$ cat src/rtl/wb_pkg.sv
// -----------------------------------------------------------------------------
// wb_pkg
// Shared definitions for the writeback/commit slice.
//   - Default widths: DEF_DATA_W, DEF_NREGS, DEF_SQ_W, DEF_CNT_W.
//   - dst_sel(): picks which candidate index becomes the destination.
//   - src_sel(): picks which result source is written back.
// The select functions return enums rather than values, which keeps them
// independent of the data and index widths chosen by each instance.
// -----------------------------------------------------------------------------
package wb_pkg;

   localparam int DEF_DATA_W = 16;
   localparam int DEF_NREGS  = 16;
   localparam int DEF_SQ_W   = 2;
   localparam int DEF_CNT_W  = 32;

   typedef enum logic {
      DST_RS = 1'b0,
      DST_RD = 1'b1
   } dst_sel_e;

   typedef enum logic {
      SRC_ALU = 1'b0,
      SRC_MEM = 1'b1
   } src_sel_e;

   // Loads always target rs; otherwise regdst chooses between rd and rs.
   function automatic dst_sel_e dst_sel(input logic memtoreg, input logic regdst);
      dst_sel_e sel;
      if (memtoreg) begin
         sel = DST_RS;
      end else if (regdst) begin
         sel = DST_RD;
      end else begin
         sel = DST_RS;
      end
      return sel;
   endfunction

   // Loads write back the memory data; everything else writes the ALU result.
   function automatic src_sel_e src_sel(input logic memtoreg);
      src_sel_e sel;
      if (memtoreg) begin
         sel = SRC_MEM;
      end else begin
         sel = SRC_ALU;
      end
      return sel;
   endfunction

endpackage

$ cat src/rtl/wb_regfile_commit_if.sv
// -----------------------------------------------------------------------------
// wb_regfile_commit_if
// Retiring-instruction bundle presented to the writeback stage.
//   wb_valid, wb_regwrite, wb_memtoreg, wb_regdst : beat control
//   wb_rs, wb_rd                                  : candidate destinations
//   wb_alu_result, wb_read_data                   : result sources
// Modports: master (pipeline side, drives), slave (commit stage, receives).
// -----------------------------------------------------------------------------
interface wb_regfile_commit_if #(
   parameter int DATA_W = 16,
   parameter int IDX_W  = 4
);
   logic              wb_valid;
   logic              wb_regwrite;
   logic              wb_memtoreg;
   logic              wb_regdst;
   logic [IDX_W-1:0]  wb_rs;
   logic [IDX_W-1:0]  wb_rd;
   logic [DATA_W-1:0] wb_alu_result;
   logic [DATA_W-1:0] wb_read_data;

   modport master (
      output wb_valid, wb_regwrite, wb_memtoreg, wb_regdst,
      output wb_rs, wb_rd, wb_alu_result, wb_read_data
   );

   modport slave (
      input wb_valid, wb_regwrite, wb_memtoreg, wb_regdst,
      input wb_rs, wb_rd, wb_alu_result, wb_read_data
   );
endinterface

$ cat src/rtl/wb_squash_ctr.sv
// -----------------------------------------------------------------------------
// wb_squash_ctr
// Counts down the beats still to be dropped after a taken jump.
//   clk, rst    : clock, synchronous active-high reset
//   accept      : a beat is accepted this cycle (valid and not stalled)
//   squash_set  : load squash_n (wins over a same-cycle decrement)
//   squash_n    : number of following accepted beats to drop
//   busy        : counter nonzero
//   drop        : the beat accepted this cycle is dropped (old counter value)
// -----------------------------------------------------------------------------
module wb_squash_ctr #(
   parameter int SQ_W = 2
) (
   input  logic            clk,
   input  logic            rst,
   input  logic            accept,
   input  logic            squash_set,
   input  logic [SQ_W-1:0] squash_n,
   output logic            busy,
   output logic            drop
);

   logic [SQ_W-1:0] cnt_r;
   logic [SQ_W-1:0] cnt_nxt_s;

   // Busy/drop decode and next count; a load overrides the decrement.
   always_comb begin
      busy      = (cnt_r != {SQ_W{1'b0}});
      drop      = accept && busy;
      cnt_nxt_s = cnt_r;
      if (squash_set) begin
         cnt_nxt_s = squash_n;
      end else if (drop) begin
         cnt_nxt_s = cnt_r - SQ_W'(1);
      end else begin
         cnt_nxt_s = cnt_r;
      end
   end

   // Counter register.
   always_ff @(posedge clk) begin
      if (rst) begin
         cnt_r <= {SQ_W{1'b0}};
      end else begin
         cnt_r <= cnt_nxt_s;
      end
   end

endmodule

$ cat src/rtl/wb_regfile_commit.sv
// -----------------------------------------------------------------------------
// wb_regfile_commit
// Writeback/commit stage owning the architectural register file and its
// per-register availability scoreboard.
//   clk, rst                : clock, synchronous active-high reset
//   stall                   : no beat accepted this cycle
//   wb (slave)              : retiring instruction bundle
//   squash_set, squash_n    : drop the next squash_n accepted beats
//   claim_valid, claim_idx  : issue marks a destination pending
//   ra_idx/rb_idx           : read-port indices
//   ra_data/rb_data         : read data, bypassed from a same-cycle commit
//   ra_avail/rb_avail       : availability, bypassed from a same-cycle commit
//   squash_busy             : squash counter nonzero
//   retired_cnt             : committed register writes (wraps)
// Optional build macro WB_TRACE_EN: prints each commit and a register dump.
// -----------------------------------------------------------------------------
module wb_regfile_commit
   import wb_pkg::*;
#(
   parameter int DATA_W = DEF_DATA_W,
   parameter int NREGS  = DEF_NREGS,
   parameter int IDX_W  = $clog2(NREGS),
   parameter int SQ_W   = DEF_SQ_W,
   parameter int CNT_W  = DEF_CNT_W
) (
   input  logic                 clk,
   input  logic                 rst,
   input  logic                 stall,
   wb_regfile_commit_if.slave   wb,
   input  logic                 squash_set,
   input  logic [SQ_W-1:0]      squash_n,
   input  logic                 claim_valid,
   input  logic [IDX_W-1:0]     claim_idx,
   input  logic [IDX_W-1:0]     ra_idx,
   input  logic [IDX_W-1:0]     rb_idx,
   output logic [DATA_W-1:0]    ra_data,
   output logic [DATA_W-1:0]    rb_data,
   output logic                 ra_avail,
   output logic                 rb_avail,
   output logic                 squash_busy,
   output logic [CNT_W-1:0]     retired_cnt
);

   logic              accept_s;
   logic              drop_s;
   logic              commit_s;
   logic [IDX_W-1:0]  dest_s;
   logic [DATA_W-1:0] data_s;

   logic [DATA_W-1:0] regs_r [NREGS];
   logic [NREGS-1:0]  avail_r;
   logic [CNT_W-1:0]  retired_cnt_r;

   // Beat acceptance.
   always_comb begin
      accept_s = wb.wb_valid && !stall;
   end

   wb_squash_ctr #(
      .SQ_W (SQ_W)
   ) u_squash (
      .clk        (clk),
      .rst        (rst),
      .accept     (accept_s),
      .squash_set (squash_set),
      .squash_n   (squash_n),
      .busy       (squash_busy),
      .drop       (drop_s)
   );

   // Destination/source selection and commit qualification; reset suppresses
   // the commit so the bypass is also inert during reset.
   always_comb begin
      dest_s = wb.wb_rs;
      data_s = wb.wb_alu_result;
      case (dst_sel(wb.wb_memtoreg, wb.wb_regdst))
         DST_RD:  dest_s = wb.wb_rd;
         DST_RS:  dest_s = wb.wb_rs;
         default: dest_s = wb.wb_rs;
      endcase
      case (src_sel(wb.wb_memtoreg))
         SRC_MEM: data_s = wb.wb_read_data;
         SRC_ALU: data_s = wb.wb_alu_result;
         default: data_s = wb.wb_alu_result;
      endcase
      commit_s = accept_s && !drop_s && wb.wb_regwrite && !rst;
   end

   // Register file storage.
   always_ff @(posedge clk) begin
      if (rst) begin
         for (int i = 0; i < NREGS; i++) begin
            regs_r[i] <= {DATA_W{1'b0}};
         end
      end else if (commit_s) begin
         regs_r[dest_s] <= data_s;
      end
   end

   // Availability scoreboard; the claim is assigned last so it wins over a
   // commit to the same index.
   always_ff @(posedge clk) begin
      if (rst) begin
         avail_r <= {NREGS{1'b1}};
      end else begin
         if (commit_s) begin
            avail_r[dest_s] <= 1'b1;
         end
         if (claim_valid) begin
            avail_r[claim_idx] <= 1'b0;
         end
      end
   end

   // Retired-write counter.
   always_ff @(posedge clk) begin
      if (rst) begin
         retired_cnt_r <= {CNT_W{1'b0}};
      end else if (commit_s) begin
         retired_cnt_r <= retired_cnt_r + CNT_W'(1);
      end
   end

   // Read ports with same-cycle commit bypass.
   always_comb begin
      ra_data  = regs_r[ra_idx];
      ra_avail = avail_r[ra_idx];
      rb_data  = regs_r[rb_idx];
      rb_avail = avail_r[rb_idx];
      if (commit_s && (dest_s == ra_idx)) begin
         ra_data  = data_s;
         ra_avail = 1'b1;
      end else begin
         ra_data  = regs_r[ra_idx];
         ra_avail = avail_r[ra_idx];
      end
      if (commit_s && (dest_s == rb_idx)) begin
         rb_data  = data_s;
         rb_avail = 1'b1;
      end else begin
         rb_data  = regs_r[rb_idx];
         rb_avail = avail_r[rb_idx];
      end
      retired_cnt = retired_cnt_r;
   end

`ifdef WB_TRACE_EN
   // Commit trace: destination, data and the register file as it stands
   // after this edge.
   always_ff @(posedge clk) begin
      if (commit_s) begin
         $display("wb commit r%0d <= %h", dest_s, data_s);
         for (int i = 0; i < NREGS; i++) begin
            $display("  r%0d = %h", i, (IDX_W'(i) == dest_s) ? data_s : regs_r[i]);
         end
         $display("");
      end
   end
`else
`endif

endmodule

$ cat src/flat_wrapper.sv
// flat-port wrapper written by rule: the top's interface ports become plain ports
module wb_regfile_commit_flat import wb_pkg::*;
#(
   parameter int DATA_W = DEF_DATA_W,
   parameter int NREGS  = DEF_NREGS,
   parameter int IDX_W  = $clog2(NREGS),
   parameter int SQ_W   = DEF_SQ_W,
   parameter int CNT_W  = DEF_CNT_W
)
  (clk, rst, stall, squash_set, squash_n, claim_valid, claim_idx, ra_idx, rb_idx, ra_data, rb_data, ra_avail, rb_avail, squash_busy, retired_cnt, wb_wb_valid, wb_wb_regwrite, wb_wb_memtoreg, wb_wb_regdst, wb_wb_rs, wb_wb_rd, wb_wb_alu_result, wb_wb_read_data);
  wb_regfile_commit_if #(.DATA_W(DATA_W), .IDX_W(IDX_W)) wb_i ();
  input  logic clk;
  input  logic rst;
  input  logic stall;
  input  logic squash_set;
  input  logic [SQ_W-1:0] squash_n;
  input  logic claim_valid;
  input  logic [IDX_W-1:0] claim_idx;
  input  logic [IDX_W-1:0] ra_idx;
  input  logic [IDX_W-1:0] rb_idx;
  output logic [DATA_W-1:0] ra_data;
  output logic [DATA_W-1:0] rb_data;
  output logic ra_avail;
  output logic rb_avail;
  output logic squash_busy;
  output logic [CNT_W-1:0] retired_cnt;
  input wire logic [$bits(wb_i.wb_valid)-1:0] wb_wb_valid;
  input wire logic [$bits(wb_i.wb_regwrite)-1:0] wb_wb_regwrite;
  input wire logic [$bits(wb_i.wb_memtoreg)-1:0] wb_wb_memtoreg;
  input wire logic [$bits(wb_i.wb_regdst)-1:0] wb_wb_regdst;
  input wire logic [$bits(wb_i.wb_rs)-1:0] wb_wb_rs;
  input wire logic [$bits(wb_i.wb_rd)-1:0] wb_wb_rd;
  input wire logic [$bits(wb_i.wb_alu_result)-1:0] wb_wb_alu_result;
  input wire logic [$bits(wb_i.wb_read_data)-1:0] wb_wb_read_data;
  assign wb_i.wb_valid = wb_wb_valid;
  assign wb_i.wb_regwrite = wb_wb_regwrite;
  assign wb_i.wb_memtoreg = wb_wb_memtoreg;
  assign wb_i.wb_regdst = wb_wb_regdst;
  assign wb_i.wb_rs = wb_wb_rs;
  assign wb_i.wb_rd = wb_wb_rd;
  assign wb_i.wb_alu_result = wb_wb_alu_result;
  assign wb_i.wb_read_data = wb_wb_read_data;
  wb_regfile_commit #(.DATA_W(DATA_W), .NREGS(NREGS), .IDX_W(IDX_W), .SQ_W(SQ_W), .CNT_W(CNT_W)) u_core (.clk(clk), .rst(rst), .stall(stall), .wb(wb_i), .squash_set(squash_set), .squash_n(squash_n), .claim_valid(claim_valid), .claim_idx(claim_idx), .ra_idx(ra_idx), .rb_idx(rb_idx), .ra_data(ra_data), .rb_data(rb_data), .ra_avail(ra_avail), .rb_avail(rb_avail), .squash_busy(squash_busy), .retired_cnt(retired_cnt));
endmodule
$ cat config.mk
export PLATFORM = sky130hd
export DESIGN_NAME = wb_regfile_commit_flat
export DESIGN_NICKNAME = d
export VERILOG_FILES = /design/src/rtl/wb_pkg.sv /design/src/rtl/wb_regfile_commit_if.sv /design/src/rtl/wb_squash_ctr.sv /design/src/rtl/wb_regfile_commit.sv /design/src/flat_wrapper.sv
export SDC_FILE = /design/constraint.sdc
export NUM_CORES = 1
export LEC_CHECK = 0
export CORE_AREA = 4 4 239 241
export CTS_BUF_LIST = sky130_fd_sc_hd__clkbuf_16
export CTS_CLUSTER_SIZE = 24
export DETAILED_ROUTE_END_ITERATION = 6
export DIE_AREA = 0 0 243 245
export PLACE_DENSITY = 0.51
export SLEW_MARGIN = 20
export SYNTH_ARGS = -nofsm -noshare
export SYNTH_HDL_FRONTEND = slang
export SYNTH_SLANG_ARGS = --single-unit
$ cat constraint.sdc
create_clock -name clk -period 6.95 [get_ports clk]
set_input_delay 2.085 -clock clk [delete_from_list [all_inputs] [get_ports clk]]
set_output_delay 2.085 -clock clk [all_outputs]
set_load 0.01 [all_outputs]
## Yosys cells after proc, flatten, opt, wreduce, memory -nomap -nowiden

Memories as Yosys holds them, arrays and structs flattened.
Index checks and enable logic that the tools add are counted.

- Bits in registers: 50
- Bits in writable memories: 256
- Input port bits: 63
- Output and inout bits: 67
- Logic and storage cells: 64
- Memories: 1

Memories:

| name | depth | width | read ports | clocked after Yosys merged registers in | wr ports | RTL line | RTL |
|---|---|---|---|---|---|---|---|
| u_core.regs_r | 16 | 16 | 2 | 0 | 16 | wb_regfile_commit.sv:50 | `logic [DATA_W-1:0] regs_r [NREGS];` |

- Add/sub/neg operators: 2
- Order comparisons: 6
- Equality and inequality tests: 2
- Muxes and demuxes: 30
- Bitwise logic cells: 5
- Reduce and logical (&&, ||, !) cells: 15

Operator list:

| operator | number |
|---|---|
| two-way mux 16 bit | 6 |
| adder 32 x 1 -> 32 bit (second input constant) | 1 |
| one-hot mux 16 bit (2 select lines) | 1 |
| < comparator 4 x 5 -> 1 bit (second input constant) | 4 |
| bitwise AND 16 bit | 1 |
| NOT 16 bit | 1 |
| bitwise OR 16 bit | 1 |
| OR reduction 16 bit | 1 |
| two-way mux 1 bit | 15 |
| logical AND 1 bit | 9 |
| binary-select mux 1 bit (select 4 bit) | 2 |
| demux 1 bit (select 4 bit) | 2 |
| equality test 4 bit | 2 |
| >= comparator 4 x 1 -> 1 bit (second input constant) | 2 |
| one-hot mux 4 bit (2 select lines) | 1 |
| two-way mux 2 bit | 2 |
| two-way mux 4 bit | 1 |
| nonzero test 2 bit | 2 |
| zero test 1 bit | 3 |
| NOT 1 bit | 2 |
| subtractor 2 x 1 -> 2 bit (second input constant) | 1 |

## Depth between registers and ports, before layout

- Word-level depth: 13
- Gate-level depth with buffers: 8
- Depth with buffers taken out: 7

## Modules after synthesis

A second synthesis with hierarchy kept.

- Cells, all modules: 1265
- Area, all modules: 16329.4 µm²

By module, submodules not included:

| module | instances | cells an instance | area each (µm²) | sequential area each (µm²) |
|---|---|---|---|---|
| wb_regfile_commit | 1 | 1250 | 16199.3 | 8648.3 |
| wb_squash_ctr | 1 | 15 | 130.1 | 40.0 |

## Least setup slack after synthesis

No wires, ideal clock.

- Path type: input-to-output
- Start point: in rb_idx[0]
- End point: out rb_data[10]
- Data arrival time: 3.904 ns
- Required time: 4.865 ns
- Setup slack: 0.961 ns
- Stages on the path: 7
- Path buffers: 3
- Cell sequence: clkbuf_1 buf_2 buf_2 mux4_2 a22o_1 nor2_1 mux2i_1

- Cells in the longest elaborated chain, start to end: 3
- Elaborated cells between the ends (all ways): 4
- Classes of those cells: 1 x eq/ne; 1 x mux; 1 x reduce/logical; 1 x memory

Ends and longest elaborated chain:

| item | RTL line | RTL |
|---|---|---|
| start, declared | flat_wrapper.sv:20 | `input logic [IDX_W-1:0] rb_idx;` |
| parallel branches: the longest is 2 deep, another holds memory (16 x 16 bit) | n/a |  |
| two-way mux 16 bit (*) | wb_regfile_commit.sv:137 | `if (commit_s && (dest_s == rb_idx)) begin` |
| end, declared | flat_wrapper.sv:22 | `output logic [DATA_W-1:0] rb_data;` |

Mark *: on every way between the ends.

## Worst setup path after layout

- Start point: in wb_wb_regdst
- End point: out rb_data[9]

- Cells in the longest elaborated chain, start to end: 7

Ends and longest elaborated chain:

| item | RTL line | RTL |
|---|---|---|
| start, declared | flat_wrapper.sv:30 | `input wire logic [$bits(wb_i.wb_regdst)-1:0] wb_wb_regdst;` |
| two-way mux 1 bit (*) | wb_pkg.sv:32 | `end else if (regdst) begin` |
| two-way mux 1 bit (*) | wb_pkg.sv:30 | `if (memtoreg) begin` |
| NOT 1 bit | wb_regfile_commit.sv:76 | `case (dst_sel(wb.wb_memtoreg, wb.wb_regdst))` |
| one-hot mux 4 bit (2 select lines) (*) | wb_regfile_commit.sv:76 |  |
| equality test 4 bit (*) | wb_regfile_commit.sv:137 |  |
| logical AND 1 bit (*) | wb_regfile_commit.sv:137 |  |
| two-way mux 16 bit (*) | wb_regfile_commit.sv:137 |  |

Every way passes the cells marked *; elsewhere a longest branch is shown, timed or not.

==> out/qor.txt <==
Crit end category - primary output
Post-Synth Simple-Gate Area - 13.6%
Post-Synthesis Cells - 1263
Avg Inst Size Synth - 12.9 µm²
Final setup TNS - 0 ps
Starting Density - 29.7%
Vias in the first global route - 11486
Final worst path period share - 98.2%
Slew headroom - 23.6%
Peak VDD IR - 0.184 mV
Gr usage total - 17.2%
Ys async rst share - 0%
Top cells by count, synth - 327 x nor2_1, 256 x edfxtp_1, 138 x mux4_2
Hold buffers post-CTS - 0
Clock Skew - 21.0 ps
Synth warn - 0
Port bufs - 129
Crit-path max FO - 12
Clk slew on worst S/H paths - 50 ps
Worst Path Arrival - 4740 ps
Final number of setup-violating endpoints - 0
Detail-routed via count per cell - 5.27
CTS tree - yes
Worst slew pin tran - 1150 ps
Clock sink count - 306
Clk_lat worst skew - 540 ps
Critical Path RT - 4870 ps
Synthesized Nets - 1328
Synth Register Bits - 306
Worst hold slack - 501 ps
Num CTS Buffers - 37
Crit Path Class - input pin to primary output
Pwr/cell area - 222 nW/µm²
Routed len/inst - 24.7 µm
Worst slack, placed - 122 ps
Drt total wl - 52500 µm
Lkg Pwr - 6.92 nW
Iteration-0 DRC Markers - 888
HP Class - register to register
Post-synth cell types - 53
Top cell type's share of synthesized area - 47.1%
Placeable Area - 54900 µm²
Placed insts - 2065
Layout cell share with drive strength beyond 1 - 21.0%
Fillers - 5361
Post-synth top area cell - edfxtp_1
N_diodes - 0
P&R area growth vs syn - 22.4%
Initial antenna violation count - 1
Final Hold Viols - 0
Design Area, Final - 20000 µm²
Post-CTS Setup Inserts - 0
Top cells by area, synth - edfxtp_1 47%, mux4_2 19%, nor2_1 7.5%, dfxtp_1 6.1%, a22o_1 3.4%
Mapped Area - 16300 µm²
HPWL after detailed placement - 34400 µm
Critical Path Start Type - input pin
Primary FF master, synth - edfxtp_1
Global-route wire length before repair - 76500 µm
Htree depth - 2
Main combinational cell family by area after synthesis - multiplexers
Most common cell in the netlist - nor2_1
Cts repair resizes - 0
Clock buffer depth - 3
Mux contribution to synthesized area - 22.5%
# IOs - 130
DRT antenna net count - 0
Max cap viols - 0
Congestion Overflow GR - 0
Non-Filler Instances - 2131
Tot Pwr - 4.43 mW
Achievable frequency - 0.147 GHz
Compound-gate portion of the synthesized area - 5.85%
Final WS setup - 127 ps
Row count - 86
Final core occ - 36.4%
Xor/xnor share of the synthesized area - 1.40%
Root buffer cell - clkbuf_16
Drt pass-1 iters - 5
Largest net degree at the start of global routing - 67
Die X - 243 µm
Status - completed
Number of synthesized flops with an enable pin - 256
Fin. max-slew vios - 0
Min Tclk post-route - 6820 ps
Vias - 11233
Die outline height - 245 µm
Dpl cell area - 18900 µm²
Nets - 1466
DIE AREA - 59500 µm²
Synth Area in Adders - 0.153%
Placer Congestion - 0.807
DRC viols - 0
Unrepaired setup endpoints after global routing - no
Sequential element share of the synthesized area - 53.3%
final cells by class:
class / count / area, µm² / share of cell area (%)
repair buffers: 211 / 2090 / 10.5
clock inverters: 27 / 124 / 0.621
multi-input cells: 832 / 7170 / 35.9
flip-flops and latches: 306 / 8690 / 43.5
well taps: 704 / 881 / 4.41
inverters: 13 / 48.8 / 0.245
clock buffers: 38 / 951 / 4.77
cells by family (layout without fill, tap and decap cells):
| logic type | after synthesis | count (layout) |
|---|---|---|
| compound gates | 126 | 126 |
| xor+xnor | 26 | 26 |
| fa+ha+maj | 2 | 2 |
| buf+inv | 125 | 289 |
| flops | 306 | 306 |
| mux | 192 | 192 |
| simple gates | 486 | 486 |
layout by cell type, fill, tap and decap left out, types with 4 or more instances in the layout:
cell type / instances
o21bai_1: 10
nand4b_1: 4
nand4_1: 4
clkdlybuf4s50_1: 123
mux2i_1: 38
nor2_1: 327
nor2b_1: 19
a31oi_1: 8
and4_1: 4
nand2b_2: 5
nor3_1: 17
edfxtp_1: 256
nand3_1: 15
nand2_1: 20
o22ai_1: 6
clkinv_2: 5
clkbuf_16: 38
nor4_1: 7
xnor2_1: 25
o21ai_0: 10
inv_1: 24
mux2i_2: 13
mux4_2: 138
dfxtp_1: 50
clkinv_1: 9
buf_4: 69
nand2b_1: 21
or3_1: 17
a21oi_1: 12
a22o_1: 64
o21ai_1: 4
buf_12: 16
sequential cells by signal, indices dropped and copies added (netlist names):
register / count
u_core.avail_r: 16
u_core.regs_r: 256
u_core.retired_cnt: 32
u_core.u_squash.cnt_r: 2
power breakdown:
| group | switching [mW] | internal, mW | total (mW) | leakage (nW) |
|---|---|---|---|---|
| Sequential | 0.0302 | 2.05 | 2.08 | 2.99 |
| Clock | 0.770 | 0.985 | 1.76 | 0.568 |
| Combinational | 0.316 | 0.279 | 0.595 | 3.36 |
| Total | 1.12 | 3.31 | 4.43 | 6.92 |
worst paths after layout:
kind,startpoint,cells after the start,slack [ps],endpoint
setup / recovery,wb_wb_regdst,9,130,rb_data[9]
hold / removal,u_core.retired_cnt[30],2,500,u_core.retired_cnt[30]
setup reg to reg,u_core.u_squash.cnt_r[0],7,3970,u_core.regs_r[8][6]
hold reg to reg,u_core.retired_cnt[30],2,500,u_core.retired_cnt[30]
worst max-delay path, stage by stage:
cell and delay [ps]:
clkdlybuf4s50_1 470, nor2b_1 140, buf_4 220, mux2i_4 280, xnor2_1 120, nor4_4 270
buf_4 310, mux2i_1 250, clkdlybuf4s50_1 560
routing by layer:
layer	global-route usage, %	wire length, µm
met1	21.8	21300
met2	30.8	27300
met3	2.49	2820
met4	4.72	1150
met5	0	0
(Power assumes the default switching activity.)
